===== src/rtl/nrf_ce_pkg.sv =====
// Shared state encoding and default timing constants for the nRF2401 CE controller.
// The LOCK state exists only when NRF_CE_TX_TIMEOUT_EN is defined.
package nrf_ce_pkg;

    localparam int DEF_TX_PULSE_CYCLES = 500;
    localparam int DEF_GAP_CYCLES      = 250;
    localparam int DEF_SETTLE_CYCLES   = 6500;
    localparam int DEF_MAX_TX_CYCLES   = 200000;

`ifdef NRF_CE_TX_TIMEOUT_EN
    typedef enum logic [1:0] {
        ST_IDLE = 2'd0,
        ST_HIGH = 2'd1,
        ST_GAP  = 2'd2,
        ST_LOCK = 2'd3
    } ce_state_e;
`else
    typedef enum logic [1:0] {
        ST_IDLE = 2'd0,
        ST_HIGH = 2'd1,
        ST_GAP  = 2'd2
    } ce_state_e;
`endif

    function automatic int max4(input int a, input int b, input int c, input int d);
        int m;
        m = a;
        if (b > m) m = b;
        if (c > m) m = c;
        if (d > m) m = d;
        return m;
    endfunction

endpackage


===== src/rtl/nrf2401_ce_ctrl.sv =====
// CE pin sequencer for the nRF2401: stretches TX bursts, enforces a CE-low gap and flags RX settling.
// Define NRF_CE_TX_TIMEOUT_EN to add the TX CE-high limit (LOCK state and timeout pulse).
module nrf2401_ce_ctrl
    import nrf_ce_pkg::*;
#(
    parameter int TX_PULSE_CYCLES = DEF_TX_PULSE_CYCLES,
    parameter int GAP_CYCLES      = DEF_GAP_CYCLES,
    parameter int SETTLE_CYCLES   = DEF_SETTLE_CYCLES,
    parameter int MAX_TX_CYCLES   = DEF_MAX_TX_CYCLES
) (
    input  logic       clk,
    input  logic       reset_n,
    input  logic       ce_req,
    input  logic       mode_tx,
    output logic       ce_out,
    output logic       busy,
    output logic       rx_ready,
    output logic       tx_done,
    output logic       timeout,
    output logic [1:0] state_dbg
);

    localparam int CNT_W = $clog2(max4(TX_PULSE_CYCLES, GAP_CYCLES,
                                       SETTLE_CYCLES, MAX_TX_CYCLES)) + 1;

    localparam logic [CNT_W-1:0] TX_LAST    = CNT_W'(TX_PULSE_CYCLES - 1);
    localparam logic [CNT_W-1:0] GAP_LAST   = CNT_W'(GAP_CYCLES - 1);
    localparam logic [CNT_W-1:0] SETTLE_THR = CNT_W'(SETTLE_CYCLES);
`ifdef NRF_CE_TX_TIMEOUT_EN
    localparam logic [CNT_W-1:0] MAX_TX_LAST = CNT_W'(MAX_TX_CYCLES - 1);
`endif

    ce_state_e        state_q, state_d;
    logic [CNT_W-1:0] cnt_q, cnt_d, cnt_inc;
    logic             mode_q, mode_d;
    logic             ce_out_q, ce_out_d;
    logic             tx_done_q, tx_done_d;
    logic             timeout_q, timeout_d;

    assign cnt_inc = (&cnt_q) ? cnt_q : cnt_q + 1'b1;

    // ce_req is a level request sampled every edge; mode_tx is only looked at on entry to HIGH.
    always_comb begin
        state_d   = state_q;
        cnt_d     = cnt_inc;
        mode_d    = mode_q;
        tx_done_d = 1'b0;
        timeout_d = 1'b0;
        case (state_q)
            ST_IDLE: begin
                cnt_d = '0;
                if (ce_req) begin
                    state_d = ST_HIGH;
                    mode_d  = mode_tx;
                end
            end
            ST_HIGH: begin
`ifdef NRF_CE_TX_TIMEOUT_EN
                if (mode_q && (cnt_q == MAX_TX_LAST)) begin
                    state_d   = ST_LOCK;
                    timeout_d = 1'b1;
                    cnt_d     = '0;
                end else
`endif
                if (mode_q) begin
                    if (!ce_req && (cnt_q >= TX_LAST)) begin
                        state_d   = ST_GAP;
                        tx_done_d = 1'b1;
                        cnt_d     = '0;
                    end
                end else if (!ce_req) begin
                    state_d = ST_GAP;
                    cnt_d   = '0;
                end
            end
            ST_GAP: begin
                if (cnt_q == GAP_LAST) begin
                    cnt_d = '0;
                    // A request still pending at gap end goes straight back to HIGH.
                    if (ce_req) begin
                        state_d = ST_HIGH;
                        mode_d  = mode_tx;
                    end else begin
                        state_d = ST_IDLE;
                    end
                end
            end
`ifdef NRF_CE_TX_TIMEOUT_EN
            ST_LOCK: begin
                cnt_d = '0;
                if (!ce_req) state_d = ST_GAP;
            end
`endif
            default: begin
                state_d = ST_IDLE;
                cnt_d   = '0;
            end
        endcase
        ce_out_d = (state_d == ST_HIGH);
    end

    always_ff @(posedge clk or negedge reset_n) begin
        if (!reset_n) begin
            state_q   <= ST_IDLE;
            cnt_q     <= '0;
            mode_q    <= 1'b0;
            ce_out_q  <= 1'b0;
            tx_done_q <= 1'b0;
            timeout_q <= 1'b0;
        end else begin
            state_q   <= state_d;
            cnt_q     <= cnt_d;
            mode_q    <= mode_d;
            ce_out_q  <= ce_out_d;
            tx_done_q <= tx_done_d;
            timeout_q <= timeout_d;
        end
    end

    assign ce_out    = ce_out_q;
    assign tx_done   = tx_done_q;
    assign timeout   = timeout_q;
    assign busy      = (state_q != ST_IDLE);
    assign rx_ready  = (state_q == ST_HIGH) & ~mode_q & (cnt_q >= SETTLE_THR);
    assign state_dbg = state_q;

endmodule


===== config.mk =====
export PLATFORM = sky130hd
export DESIGN_NAME = nrf2401_ce_ctrl
export DESIGN_NICKNAME = d
export VERILOG_FILES = /design/src/rtl/nrf_ce_pkg.sv /design/src/rtl/nrf2401_ce_ctrl.sv
export SDC_FILE = /design/constraint.sdc
export NUM_CORES = 1
export LEC_CHECK = 0
export CAP_MARGIN = 20
export CELL_PAD_IN_SITES_DETAIL_PLACEMENT = 0
export CELL_PAD_IN_SITES_GLOBAL_PLACEMENT = 1
export CORE_MARGIN = 2
export CORE_UTILIZATION = 48
export DETAILED_ROUTE_END_ITERATION = 6
export PLACE_DENSITY_LB_ADDON = 0.15
export SETUP_SLACK_MARGIN = 0.05
export SKIP_CTS_REPAIR_TIMING = 1
export SLEW_MARGIN = 20
export SYNTH_ARGS = -nofsm -noshare
export SYNTH_HDL_FRONTEND = slang
export SYNTH_SLANG_ARGS = --single-unit

===== constraint.sdc =====
create_clock -name clk -period 6 [get_ports clk]
set_clock_uncertainty 0.05 [all_clocks]
set_input_delay 0.6 -clock clk [delete_from_list [all_inputs] [get_ports clk]]
set_output_delay 0.6 -clock clk [all_outputs]
set_load 0.005 [all_outputs]

==> qor.txt <==
Maxcap violations: 0
Clock latency on the worst-skew pair: 0.33 ns
Reg clk slew, reported paths: 0.15 ns
Fillers: 305
Post-synthesis async set-or-reset flop share: 100%
Minimum clock period: 2.93 ns
CTS tree: built
Slew @ Worst Pin: 0.591 ns
CP Capture Type: output port
GRT Total Usage: 18.5%
Final setup vio count: 0
CORE AREA: 0.00305 mm²
Placer Congestion: 0.761
Clock Path Buffers: 2
Busiest grt layer: met2
Router iterations before antenna repair: 4
Largest net degree at the start of global routing: 25
Synth Flop Type: dfrtp_1
Crit Path Class: flip-flop to output port
Reg area: 601 µm²
Routed WL per cell: 14.4 µm
Min-delay worst type: input port to asynchronous set/reset pin
First-pass GRT wire length: 5.09 mm
Final Max Tran Viols: 0
Final hold vios: 0
Synth Instances: 163
Layout cells sized above 1: 11.0%
Antenna violation net count after detailed routing: 0
Vias per cell: 5.57
# diodes: 0
RSZ-0062 raised after global routing: false
DR DRC count: 0
Number of global-route vias before repair: 1123
Final HPWL DP: 2.24 mm
Met1 usage: 26.6%
Critical path fanouts, max: 7
Met3 GRT Util: 2.56%
CP Launch Type: flip-flop
H-tree levels: 1
Seq/Total Area, Yosys: 39.0%
CTS Buf Count: 3
Cell Area, Placed: 0.00166 mm²
Initial antenna violation count: 0
# clock sinks: 24
Final TNS setup: 0 ns
Status: completed
Drt total wl: 3.12 mm
IO Pins: 11
FF+latch count, synth: 24
Cell area after synthesis: 0.00154 mm²
CP arrival: 2.28 ns
Net count after synthesis: 174
M2 GR Usage: 28.6%
Root buf cell: clkbuf_4
Yosys warning total: 0
Leakage: 0.000759 µW
Starting Density: 50.5%
Row count: 20
Period utilization: 48.8%
VDD IR max: 109 µV
Starting DRT DRC Count: 77
Die area: 0.00368 mm²
IO buf count: 9
Post-route cell area: 0.00171 mm²
Reg2Reg Depth: 6
DR vias: 1204
Fmax: 342 MHz
Vert. Die Dim: 60.6 µm
Number of flops mapped to enable cells by yosys: 0
Mean post-synth cell area: 9.45 µm²
Synth-to-layout area growth: 11.0%
Remaining Overflow, GRT: 0
Relative slew slack: 60.6%
Worst Path Required: 5.35 ns
DIE WIDTH: 60.6 µm
Distinct cells, synth: 50
Multi-input gate area: 883 µm²
Power Density: 298 mW/mm²
Layout Nets: 184
[worst max-delay path, stage by stage (launching register included)]
cell and delay (ns):
dfrtp_1 0.47, o311a_1 0.38, o21a_1 0.17, o31ai_1 0.19, nand3_1 0.10, and3_1 0.20
clkdlybuf4s50_1 0.44
[cell usage after synthesis, types with 2 or more instances]
library cell | instances | area [µm²]
xnor2_1 | 2 | 17.5
o31ai_1 | 2 | 15.0
mux2i_1 | 2 | 20.0
o21ai_0 | 5 | 25.0
o21a_1 | 3 | 22.5
nand3_1 | 5 | 25.0
nor3_1 | 11 | 55.1
inv_1 | 9 | 33.8
nand4_2 | 2 | 25.0
a21oi_1 | 4 | 20.0
o21ba_1 | 2 | 20.0
ha_1 | 7 | 87.6
o31ai_2 | 2 | 25.0
xor2_1 | 5 | 43.8
buf_2 | 3 | 15.0
nor2_1 | 21 | 78.8
nand2_1 | 12 | 45.0
o211ai_1 | 5 | 37.5
or3_1 | 2 | 12.5
dfrtp_1 | 24 | 601
and3_1 | 6 | 37.5
[cells in the final DEF, fill, tap and decap left out, types with 2 or more instances in the layout]
cell type,instances
dfrtp_1,24
nor2_1,21
nand2_1,12
nor3_1,11
inv_1,9
clkdlybuf4s50_1,8
ha_1,7
and3_1,6
nand3_1,5
xor2_1,5
o21ai_0,5
o211ai_1,5
a21oi_1,4
o21a_1,3
clkbuf_4,3
o31ai_2,2
nand4_2,2
o21ba_1,2
or3_1,2
xnor2_1,2
mux2i_1,2
o31ai_1,2
[through the flow]
stage          power, µW  setup slack (ns)  instances  util (%)  hold WS [ns]
3_5_place_dp         395              3.46        212      54.5         0.451
3_3_place_gp         391              3.46        212      54.5         0.440
2_1_floorplan        329              3.94        163         -         0.254
4_1_cts              517              3.07        216      56.2         0.483
6_report             510              3.07        216      56.0         0.169
5_1_grt              547              2.97        216      56.0         0.208
[sequential cells by signal (all words and copies together) (netlist names)]
name,cells
mode_q,1
cnt_q,19
tx_done,1
state_dbg,2
ce_out,1
[cell type report]
cell class / instances / share of cell area, %
clock inverters: 1 / 1.76
clock buffers: 3 / 1.32
flip-flops and latches: 24 / 35.1
well taps: 44 / 3.22
inverters: 9 / 1.98
repair buffers: 9 / 4.97
multi-input cells: 126 / 51.6
[power by group]
group | internal [µW] | switching (µW) | leakage [µW] | total [µW]
combinational | 82.5 | 104 | 0.000403 | 186
sequential | 180 | 21.7 | 0.000329 | 202
clock | 67.6 | 54.1 | 0.0000279 | 122
total | 330 | 180 | 0.000759 | 510
[final timing paths]
path	start	endpoint	slack [ns]
worst min register to register	mode_q	mode_q	0.48
worst max-delay path	cnt_q[4]	rx_ready	3.07
min in group clk	mode_q	mode_q	0.48
worst max register to register	cnt_q[0]	cnt_q[4]	3.47
worst min-delay path	reset_n	cnt_q[17]	0.17
max in group asynchronous	reset_n	cnt_q[9]	5.37
[cells by family (layout without fill, tap and decap cells)]
group / after synthesis / after routing / synth area share (%)
AND/OR/NAND/NOR: 73 / 73 / 27.5
AO/OA/AOI/OAI: 35 / 35 / 18.0
flip-flops: 24 / 24 / 39.0
buffers and inverters: 13 / 22 / 3.66
adder cells (fa/ha/maj): 7 / 7 / 5.69
XOR/XNOR: 7 / 7 / 3.98
multiplexers: 3 / 3 / 2.03
other: 1 / 1 / 0.243
[metal layers]
layer / up-vias / wire length [µm]
met5: - / 0
met3: 5 / 51
met2: 11 / 1420
met1: 577 / 1610
met4: 0 / 42
li1: 611 / -
Power figures use the tool's default switching activity.
